File: src/rtl/pulse_evt_tx_pkg.sv
`default_nettype none
// ============================================================================
// pulse_evt_tx_pkg : shared types and default constants for pulse_evt_tx
// Rev 1.0
// ============================================================================
package pulse_evt_tx_pkg;

   typedef enum logic [1:0] {
      IDLE      = 2'd0,
      WAIT_DROP = 2'd1,
      WAIT_RISE = 2'd2
   } state_e;

   localparam int CNT_W_DEF   = 4;
   localparam int TIMEOUT_DEF = 256;

endpackage
`default_nettype wire

File: src/rtl/pulse_evt_tx_timer.sv
`default_nettype none
// ============================================================================
// pulse_evt_tx_timer : clearable, enabled, saturating handshake stall timer
// Rev 1.0
// ============================================================================
module pulse_evt_tx_timer #(
   parameter int TIMEOUT = 256,
   parameter int TO_W    = $clog2(TIMEOUT + 1)
) (
   input  logic clk_i,
   input  logic rstn_i,
   input  logic clr_i,
   input  logic en_i,
   output logic expire_o
);

   localparam logic [TO_W-1:0] c_LAST = TO_W'(TIMEOUT - 1);

   logic [TO_W-1:0] cnt_q;
   logic [TO_W-1:0] cnt_d;

   // Holds at the last value rather than wrapping; the owner leaves the wait on expiry.
   always_comb begin
      cnt_d = cnt_q;
      if (clr_i) begin
         cnt_d = '0;
      end else if (en_i && (cnt_q != c_LAST)) begin
         cnt_d = cnt_q + TO_W'(1);
      end
   end

   always_ff @(posedge clk_i or negedge rstn_i) begin
      if (!rstn_i) begin
         cnt_q <= '0;
      end else begin
         cnt_q <= cnt_d;
      end
   end

   assign expire_o = en_i && !clr_i && (cnt_q == c_LAST);

endmodule
`default_nettype wire

File: src/rtl/pulse_evt_tx.sv
`default_nettype none
// ============================================================================
// pulse_evt_tx : source-domain event transmitter feeding a handshake pulse sync
// Optional macro PULSE_EVT_TX_STATS_EN adds issued_cnt_o.   Rev 1.0
// ============================================================================
module pulse_evt_tx
   import pulse_evt_tx_pkg::*;
#(
   parameter int  CNT_W   = CNT_W_DEF,
   parameter int  TIMEOUT = TIMEOUT_DEF,
   localparam int TO_W    = $clog2(TIMEOUT + 1)
) (
`ifdef PULSE_EVT_TX_STATS_EN
   output logic [15:0]      issued_cnt_o,
`endif
   input  logic             clk_i,
   input  logic             rstn_i,
   input  logic             event_i,
   input  logic             clr_i,
   input  logic             sync_ready_i,
   output logic             sync_valid_o,
   output logic [CNT_W-1:0] pending_o,
   output logic             busy_o,
   output logic             overflow_o,
   output logic             timeout_o
);

   localparam logic [CNT_W-1:0] c_PEND_MAX = {CNT_W{1'b1}};
   localparam logic [CNT_W-1:0] c_PEND_ONE = CNT_W'(1);

   state_e           state_q;
   state_e           state_d;
   logic             valid_q;
   logic             valid_d;
   logic [CNT_W-1:0] pending_q;
   logic [CNT_W-1:0] pending_d;
   logic             overflow_q;
   logic             overflow_d;
   logic             timeout_q;
   logic             timeout_d;

   logic w_issue;
   logic w_drop;
   logic w_wait;
   logic w_expire;

   assign w_wait  = (state_q != IDLE);
   assign w_issue = (state_q == IDLE) && sync_ready_i && ((pending_q != '0) || event_i);
   // An event coinciding with an issue is passed straight through, so it is never dropped.
   assign w_drop  = event_i && !w_issue && (pending_q == c_PEND_MAX);

   pulse_evt_tx_timer #(
      .TIMEOUT (TIMEOUT),
      .TO_W    (TO_W)
   ) u_timer (
      .clk_i    (clk_i),
      .rstn_i   (rstn_i),
      .clr_i    (w_issue),
      .en_i     (w_wait),
      .expire_o (w_expire)
   );

   always_ff @(posedge clk_i or negedge rstn_i) begin
      if (!rstn_i) begin
         state_q    <= IDLE;
         valid_q    <= 1'b0;
         pending_q  <= '0;
         overflow_q <= 1'b0;
         timeout_q  <= 1'b0;
      end else begin
         state_q    <= state_d;
         valid_q    <= valid_d;
         pending_q  <= pending_d;
         overflow_q <= overflow_d;
         timeout_q  <= timeout_d;
      end
   end

   always_comb begin
      state_d = state_q;
      unique case (state_q)
         IDLE: begin
            if (w_issue) state_d = WAIT_DROP;
         end
         WAIT_DROP: begin
            if (w_expire)          state_d = IDLE;
            else if (!sync_ready_i) state_d = WAIT_RISE;
         end
         WAIT_RISE: begin
            if (w_expire || sync_ready_i) state_d = IDLE;
         end
         default: state_d = IDLE;
      endcase
   end

   always_comb begin
      valid_d   = w_issue;
      pending_d = pending_q;
      case ({event_i, w_issue})
         2'b10:   if (!w_drop) pending_d = pending_q + c_PEND_ONE;
         2'b01:   pending_d = pending_q - c_PEND_ONE;
         default: pending_d = pending_q;
      endcase

      // Sticky flags: a set condition on the same edge as clr_i wins.
      overflow_d = overflow_q;
      if (w_drop)     overflow_d = 1'b1;
      else if (clr_i) overflow_d = 1'b0;

      timeout_d = timeout_q;
      if (w_expire)   timeout_d = 1'b1;
      else if (clr_i) timeout_d = 1'b0;
   end

   assign sync_valid_o = valid_q;
   assign pending_o    = pending_q;
   assign busy_o       = w_wait;
   assign overflow_o   = overflow_q;
   assign timeout_o    = timeout_q;

`ifdef PULSE_EVT_TX_STATS_EN
   logic [15:0] issued_q;
   logic [15:0] issued_d;

   always_comb begin
      issued_d = issued_q;
      if (clr_i)        issued_d = w_issue ? 16'd1 : 16'd0;
      else if (w_issue) issued_d = issued_q + 16'd1;
   end

   always_ff @(posedge clk_i or negedge rstn_i) begin
      if (!rstn_i) begin
         issued_q <= 16'd0;
      end else begin
         issued_q <= issued_d;
      end
   end

   assign issued_cnt_o = issued_q;
`endif

endmodule
`default_nettype wire

File: config.mk
export PLATFORM = sky130hd
export DESIGN_NAME = pulse_evt_tx
export DESIGN_NICKNAME = d
export VERILOG_FILES = /design/src/rtl/pulse_evt_tx_pkg.sv /design/src/rtl/pulse_evt_tx_timer.sv /design/src/rtl/pulse_evt_tx.sv
export SDC_FILE = /design/constraint.sdc
export NUM_CORES = 1
export LEC_CHECK = 0
export ABC_CLOCK_PERIOD_IN_PS = 2800
export CORE_AREA = 2 2 43 75
export CTS_CLUSTER_SIZE = 30
export DETAILED_ROUTE_END_ITERATION = 16
export DIE_AREA = 0 0 45 77
export MAX_ROUTING_LAYER = met4
export PLACE_DENSITY_LB_ADDON = 0.15
export SLEW_MARGIN = 5
export SYNTH_ARGS = -nofsm -noshare
export SYNTH_HDL_FRONTEND = slang
export SYNTH_SLANG_ARGS = --single-unit
File: constraint.sdc
create_clock -name clk_i -period 2.8 [get_ports clk_i]
set_input_delay 0.42 -clock clk_i [delete_from_list [all_inputs] [get_ports clk_i]]
set_output_delay 0.42 -clock clk_i [all_outputs]
set_load 0.05 [all_outputs]
Word level (Yosys, flattened, before mapping)
Cells that the tools add are included.
- reduce and logical (&&, ||, !) cells: 19
- shift-type cells: 0
- eq/ne operators: 11
- mux-type cells: 12
- $mul: 0
- bitwise operators: 0
- div/mod/pow operators: 0
- order comparisons: 0
- $add $sub $neg: 3
- operators by type and width (cell ; number):
    9-bit 2-to-1 mux ; 2
    2-bit nonzero test ; 5
    9-bit by 1-bit adder with 9-bit output, second input constant ; 1
    9-bit by 8-bit equality test with 1-bit output, second input constant ; 1
    9-bit by 8-bit inequality test with 1-bit output, second input constant ; 1
    2-bit 2-to-1 mux ; 4
    4-bit case mux with 2 select lines ; 1
    1-bit logical AND ; 7
    2-bit case mux with 3 select lines ; 1
    4-bit by 1-bit adder with 4-bit output, second input constant ; 1
    2-bit by 1-bit equality test with 1-bit output, second input constant ; 2
    2-bit equality test, second input constant ; 2
    4-bit equality test, second input constant ; 1
    4-bit 2-to-1 mux ; 1
    2-bit inequality test, second input constant ; 2
    4-bit nonzero test ; 1
    4-bit by 1-bit subtractor with 4-bit output, second input constant ; 1
    1-bit 2-to-1 mux ; 3
    3-bit inequality test, second input constant ; 1
    3-bit AND reduction ; 1
    2-bit logical NOT ; 1
    1-bit logical OR ; 2
    2-bit by 1-bit inequality test with 1-bit output, second input constant ; 1
    2-bit AND reduction ; 1
    1-bit logical NOT ; 1
- RAM bits: 0
- logic and storage cells: 51
- memory bits (read-only): 0
- latch bits: 0
- input port bits: 5
- bits in registers: 18
- memories kept: 0

Longest topological paths before layout
- depth after elaboration: 9
- gate-level depth with buffers: 9

Modules after synthesis
From an unflattened synthesis, not the netlist that was laid out.
- cell total of the unflattened synthesis: 98
- area, all modules: 967.2 sq um
- by module, submodules not included (module ; cells an instance ; area each (sq um) ; seq. area each (sq um) ; times used):
    pulse_evt_tx ; 49 ; 493.0 ; 225.2 ; 1
    pulse_evt_tx_timer ; 49 ; 474.2 ; 225.2 ; 1

Worst setup path before layout
Ideal clock, no wire load.
- path type: register to register
- start point: register pending_q[1], in the netlist pending_o[1]
- end point: register pending_q[1], in the netlist pending_o[1]
- slack: 0.630 ns
- library setup time: 0.133 ns
- path buffers: 1
- period minus slack after synthesis: 2.170 ns
- data arrival time: 2.037 ns
- stages on the path, launching flop included: 8
- data required time: 2.667 ns
- cells stage by stage: dfrtp_1 buf_2 nor4_2 or3_4 xnor2_1 ha_1 a221oi_1 a21oi_1
- elaborated cells on any way between the ends: 16
- classes of those cells: add/sub: 2; eq/ne: 4; mux: 2; reduce/logical: 8
- RTL lines (what ; RTL line ; RTL):
    start, declared ; pulse_evt_tx.sv:35 ; logic [CNT_W-1:0] pending_q;
    start signal, assigned ; pulse_evt_tx.sv:73 ; pending_q <= pending_d;
    parallel branches: the longest is 4 deep, another holds 4-bit by 1-bit adder with 4-bit output ; -- ;
    4-bit case mux with 2 select lines (*) ; pulse_evt_tx.sv:99 ; case ({event_i, w_issue})
    via pending_d[1] ; pulse_evt_tx.sv:36 ; logic [CNT_W-1:0] pending_d;
Mark *: on every way through the listed nets, which the timed path passes. The select of a mux whose other input is x is not followed.
A chain may end at the register's enable or synchronous reset.

Worst setup path after layout
- start point: input port sync_ready_i
- end point: register pending_q[1], in the netlist pending_o[1]
- elaborated cells on any way between the ends: 11
- classes of those cells: eq/ne: 3; mux: 1; reduce/logical: 7
- RTL lines (what ; RTL line ; RTL):
    start, declared ; pulse_evt_tx.sv:20 ; input logic sync_ready_i,
    1-bit logical AND (*) (2 in a row) ; pulse_evt_tx.sv:48 ; assign w_issue = (state_q == IDLE) && sync_ready_i && ((pending_q != '0) || event_i);
    2-bit by 1-bit equality test with 1-bit output / 2-bit equality test (equally long branches) ; pulse_evt_tx.sv:99 ;
    4-bit case mux with 2 select lines (*) ; pulse_evt_tx.sv:99 ;
    via pending_d[1] ; pulse_evt_tx.sv:36 ;
Mark *: on every way through the listed nets, which the timed path passes. The rest lies on a longest branch.

==> Implementation_results.wiki <==
{| class="wikitable"
! Metric !! Value
|-
| CTS-repair resized insts || 0
|-
| Standby leakage power || 0.506 nW
|-
| Height of the chip || 77 um
|-
| Buffer depth of the longest clock path || 2
|-
| CP cell instances || clkdlybuf4s50_1, or3b_1, or3_4, xnor2_1, ha_1, a221oi_1, a21oi_1
|-
| Shortest clock period the worst path allows after layout || 2.36 ns
|-
| Antenna violation net count after detailed routing || 0
|-
| Worst-Margin Slew || 0.818 ns
|-
| Via count of the routed design || 661
|-
| Result of the run || completed
|-
| Synthesized netlist cell count || 87
|-
| Dominant register cell in the synthesized netlist || sky130_fd_sc_hd__dfrtp_1
|-
| Share of post-route cells with drive strength above 1 || 0.111
|-
| Net count after synthesis || 95
|-
| Number of vias per cell after detailed routing || 5.20
|-
| Nets || 109
|-
| Average size of a mapped cell || 10.6 um^2
|-
| Clk Latency, worst-skew pair || 0.25 ns
|-
| Normalized max-slew margin || 0.453
|-
| Worst Path Arrival || 2.49 ns
|-
| Mux share of post-synthesis cell area || 0.0218
|-
| GRT met2 Usage || 0.187
|-
| Antenna diodes || 0
|-
| Slowest-stage cell, CP || sky130_fd_sc_hd__clkdlybuf4s50_1
|-
| Number of warning messages in the yosys log || 0
|-
| Global-route total usage across every layer || 0.118
|-
| Die Area || 3470 um^2
|-
| Number of failing hold endpoints at the final stage || 0
|-
| Cell count after placement || 124
|-
| Most numerous cell types in the synthesized netlist || sky130_fd_sc_hd__dfrtp_1 (18), sky130_fd_sc_hd__nor2_1 (10), sky130_fd_sc_hd__xor2_1 (7)
|-
| Fraction of registers with async set or reset after synthesis || 1.00
|-
| Final WL || 1680 um
|-
| Longest individual stage delay on the worst path || 0.49 ns
|-
| FF-to-FF Start || state_q[1]$_DFFE_PN0P_
|-
| Number of flip-flops and latches in the synthesized netlist || 18
|-
| Post-Synth Adder-Cell Area || 0.0408
|-
| End point of the critical path || pending_o[1]$_DFFE_PN0P_
|-
| Antenna violations before repair || 0
|-
| Number of unique standard cell types used by synthesis || 32
|-
| Number of enable flip-flop cells after synthesis || 0
|-
| Setup violators final || 0
|-
| PD cells || 1100 nW/um^2
|-
| Slew Viols, Final || 0
|-
| Clock input transition at the sequential cells of the worst setup and hold paths || 0.07 ns
|-
| Area of the core || 2860 um^2
|-
| Hold Crit Start || overflow_o$_DFFE_PN0P_
|-
| Final sum of negative setup slack || 0 ns
|-
| RD Place Congestion || 0.848
|-
| Final routed wire length divided by cell count || 13.2 um
|-
| Post-detail-place hpwl || 1270 um
|-
| Type of the worst setup path || in2reg
|-
| Count of pins on the block boundary || 13
|-
| Global-route track usage on met3 || 0.0235
|-
| Buffer type at the clock tree root || sky130_fd_sc_hd__clkbuf_8
|-
| Required time at the worst-slack endpoint || 2.92 ns
|-
| Complex-gate fraction of the synthesized area || 0.113
|-
| Library cell occupying the most area in the post-synthesis netlist || sky130_fd_sc_hd__dfrtp_1
|-
| Logic depth of the worst setup path including buffers || 7
|-
| Std-Cell Rows || 26
|-
| Buf/Inv on CP || 1
|-
| Non-filler instance count after layout || 127
|-
| TritonCTS buffer count || 3
|-
| Pin count of the biggest net entering global routing || 19
|-
| Final period util || 0.844
|-
| Top fanout value on the critical path || 4
|-
| Overflow left after global routing || 0
|-
| Setup slack of the most critical reg-to-reg path || 0.65 ns
|-
| P&R area growth vs syn || 20.0%
|-
| GR peak layer || met2
|-
| First-pass GRT wire length || 2990 um
|-
| Effective utilization at floorplan || 0.321
|-
| Leading cell types by total area after synthesis || sky130_fd_sc_hd__dfrtp_1 (49%), sky130_fd_sc_hd__xor2_1 (6.7%), sky130_fd_sc_hd__ha_1 (4.1%)
|-
| CP endpoint kind || register
|-
| Peak ir drop on the vdd network || 0.398 mV
|-
| Vias in the first global route || 696
|-
| Family of cells with the greatest summed delay on the critical path || simple AND/OR/NAND/NOR gates
|-
| DR pass1 iterations || 2
|-
| Routing usage on met1 || 0.124
|-
| Share of the synthesized area in the top cell type || 0.490
|-
| Register-to-Register Path Depth || 6
|-
| Max Fclk || 0.423 GHz
|-
| # clock sinks || 18
|-
| Post-CTS setup repair buffer count || 0
|-
| Worst clock skew || 0.00336 ns
|-
| Detailed-route DRC error count || 0
|-
| Starting DRC count in detailed routing || 6
|-
| Max-cap violations || 0
|-
| DIE WIDTH || 45 um
|-
| Post-synthesis simple-gate area fraction || 0.193
|-
| PortBufs || 12
|-
| Number of H-tree levels || 1
|-
| Area of the mapped netlist || 920 um^2
|-
| Main combinational cell family by area after synthesis || simple AND/OR/NAND/NOR gates
|-
| Post-synthesis sequential area ratio || 0.490
|-
| Cell with the most instances after synthesis || sky130_fd_sc_hd__dfrtp_1
|-
| Worst setup path startpoint || sync_ready_i
|-
| Endpoint of the lowest-slack register-to-register path || pending_o[1]$_DFFE_PN0P_
|-
| Class of the tightest hold or removal check || reg2reg
|-
| Unrepaired setup endpoints after global routing || false
|-
| Xor/xnor share of the synthesized area || 0.0952
|-
| Setup crit start kind || input pin
|-
| Count of filler cells inserted in the layout || 298
|-
| CTS tree || done
|-
| Post-CTS Hold Fix Bufs || 0
|}
## report_power, final
| group | switching (mW) | internal [mW] | total (mW) |
|---|---|---|---|
| clock network | 0.0803 | 0.0954 | 0.176 |
| registers | 0.0863 | 0.337 | 0.424 |
| logic | 0.368 | 0.248 | 0.616 |
| total | 0.534 | 0.681 | 1.22 |
## area by class of cell
class | count | area (um^2) | share of cell area
Clock buffer | 3 | 41.3 | 0.0374
Inverter | 4 | 15.0 | 0.0136
Multi-Input combinational cell | 60 | 427 | 0.387
Sequential cell | 18 | 450 | 0.408
Tap cell | 28 | 35.0 | 0.0317
Timing Repair Buffer | 14 | 135 | 0.122
## state kept, by name (all words and copies together) (netlist names)
register       cells
pending_o          4
overflow_o         1
timeout_o          1
u_timer.cnt_q      9
state_q            2
sync_valid_o       1
## placed cells by master (no fill, tap or decap), types with 2 or more instances in the layout
| cell type | instances |
|---|---|
| sky130_fd_sc_hd__inv_1 | 4 |
| sky130_fd_sc_hd__xor2_1 | 7 |
| sky130_fd_sc_hd__clkdlybuf4s50_1 | 12 |
| sky130_fd_sc_hd__nand4_1 | 4 |
| sky130_fd_sc_hd__nand2_1 | 6 |
| sky130_fd_sc_hd__buf_4 | 2 |
| sky130_fd_sc_hd__ha_1 | 3 |
| sky130_fd_sc_hd__xnor2_1 | 3 |
| sky130_fd_sc_hd__dfrtp_1 | 18 |
| sky130_fd_sc_hd__a21oi_1 | 3 |
| sky130_fd_sc_hd__nor2_1 | 10 |
| sky130_fd_sc_hd__clkbuf_8 | 3 |
| sky130_fd_sc_hd__mux2i_1 | 2 |
| sky130_fd_sc_hd__and3_1 | 4 |
## through the flow
stage	setup slack [ns]	hold slack [ns]	area [um^2]	util	total power [mW]
floorplan	0.630	0.124	920	-	0.887
global route	0.325	0.510	1100	0.385	1.31
CTS	0.435	0.504	1100	0.385	1.24
global placement	0.199	0.478	1060	0.371	1.05
finish	0.437	0.497	1100	0.385	1.22
detailed placement	0.169	0.488	1060	0.371	1.06
## kinds of logic after synthesis
family	count (synthesis)
xor+xnor	10
flops	18
buf+inv	9
simple gates	32
fa+ha+maj	3
mux	2
compound gates	13
## worst register-to-register path, delay by kind of cell, from the launching register on
kind            cells  cell delay, ns
compound gates      2            0.35
xor+xnor            1            0.14
flops               1            0.42
simple gates        2            0.81
fa+ha+maj           1            0.31
## worst min-delay path by stage
stage / slack (ns) / cells after the start / to
finish: 0.50 / 1 / overflow_o$_DFFE_PN0P_
global route: 0.51 / 1 / overflow_o$_DFFE_PN0P_
CTS: 0.50 / 1 / overflow_o$_DFFE_PN0P_
detailed placement: 0.49 / 1 / overflow_o$_DFFE_PN0P_
global placement: 0.48 / 1 / overflow_o$_DFFE_PN0P_
floorplan: 0.12 / 0 / overflow_o$_DFFE_PN0P_
## metal layers
layer  wire [um]  vias up  share of wire
met2         929       11           0.55
li1            -      330              -
met1         667      316           0.40
met5           0        -              0
met3          42        4          0.025
met4          38        0          0.023
Power figures use the tool's default switching activity.
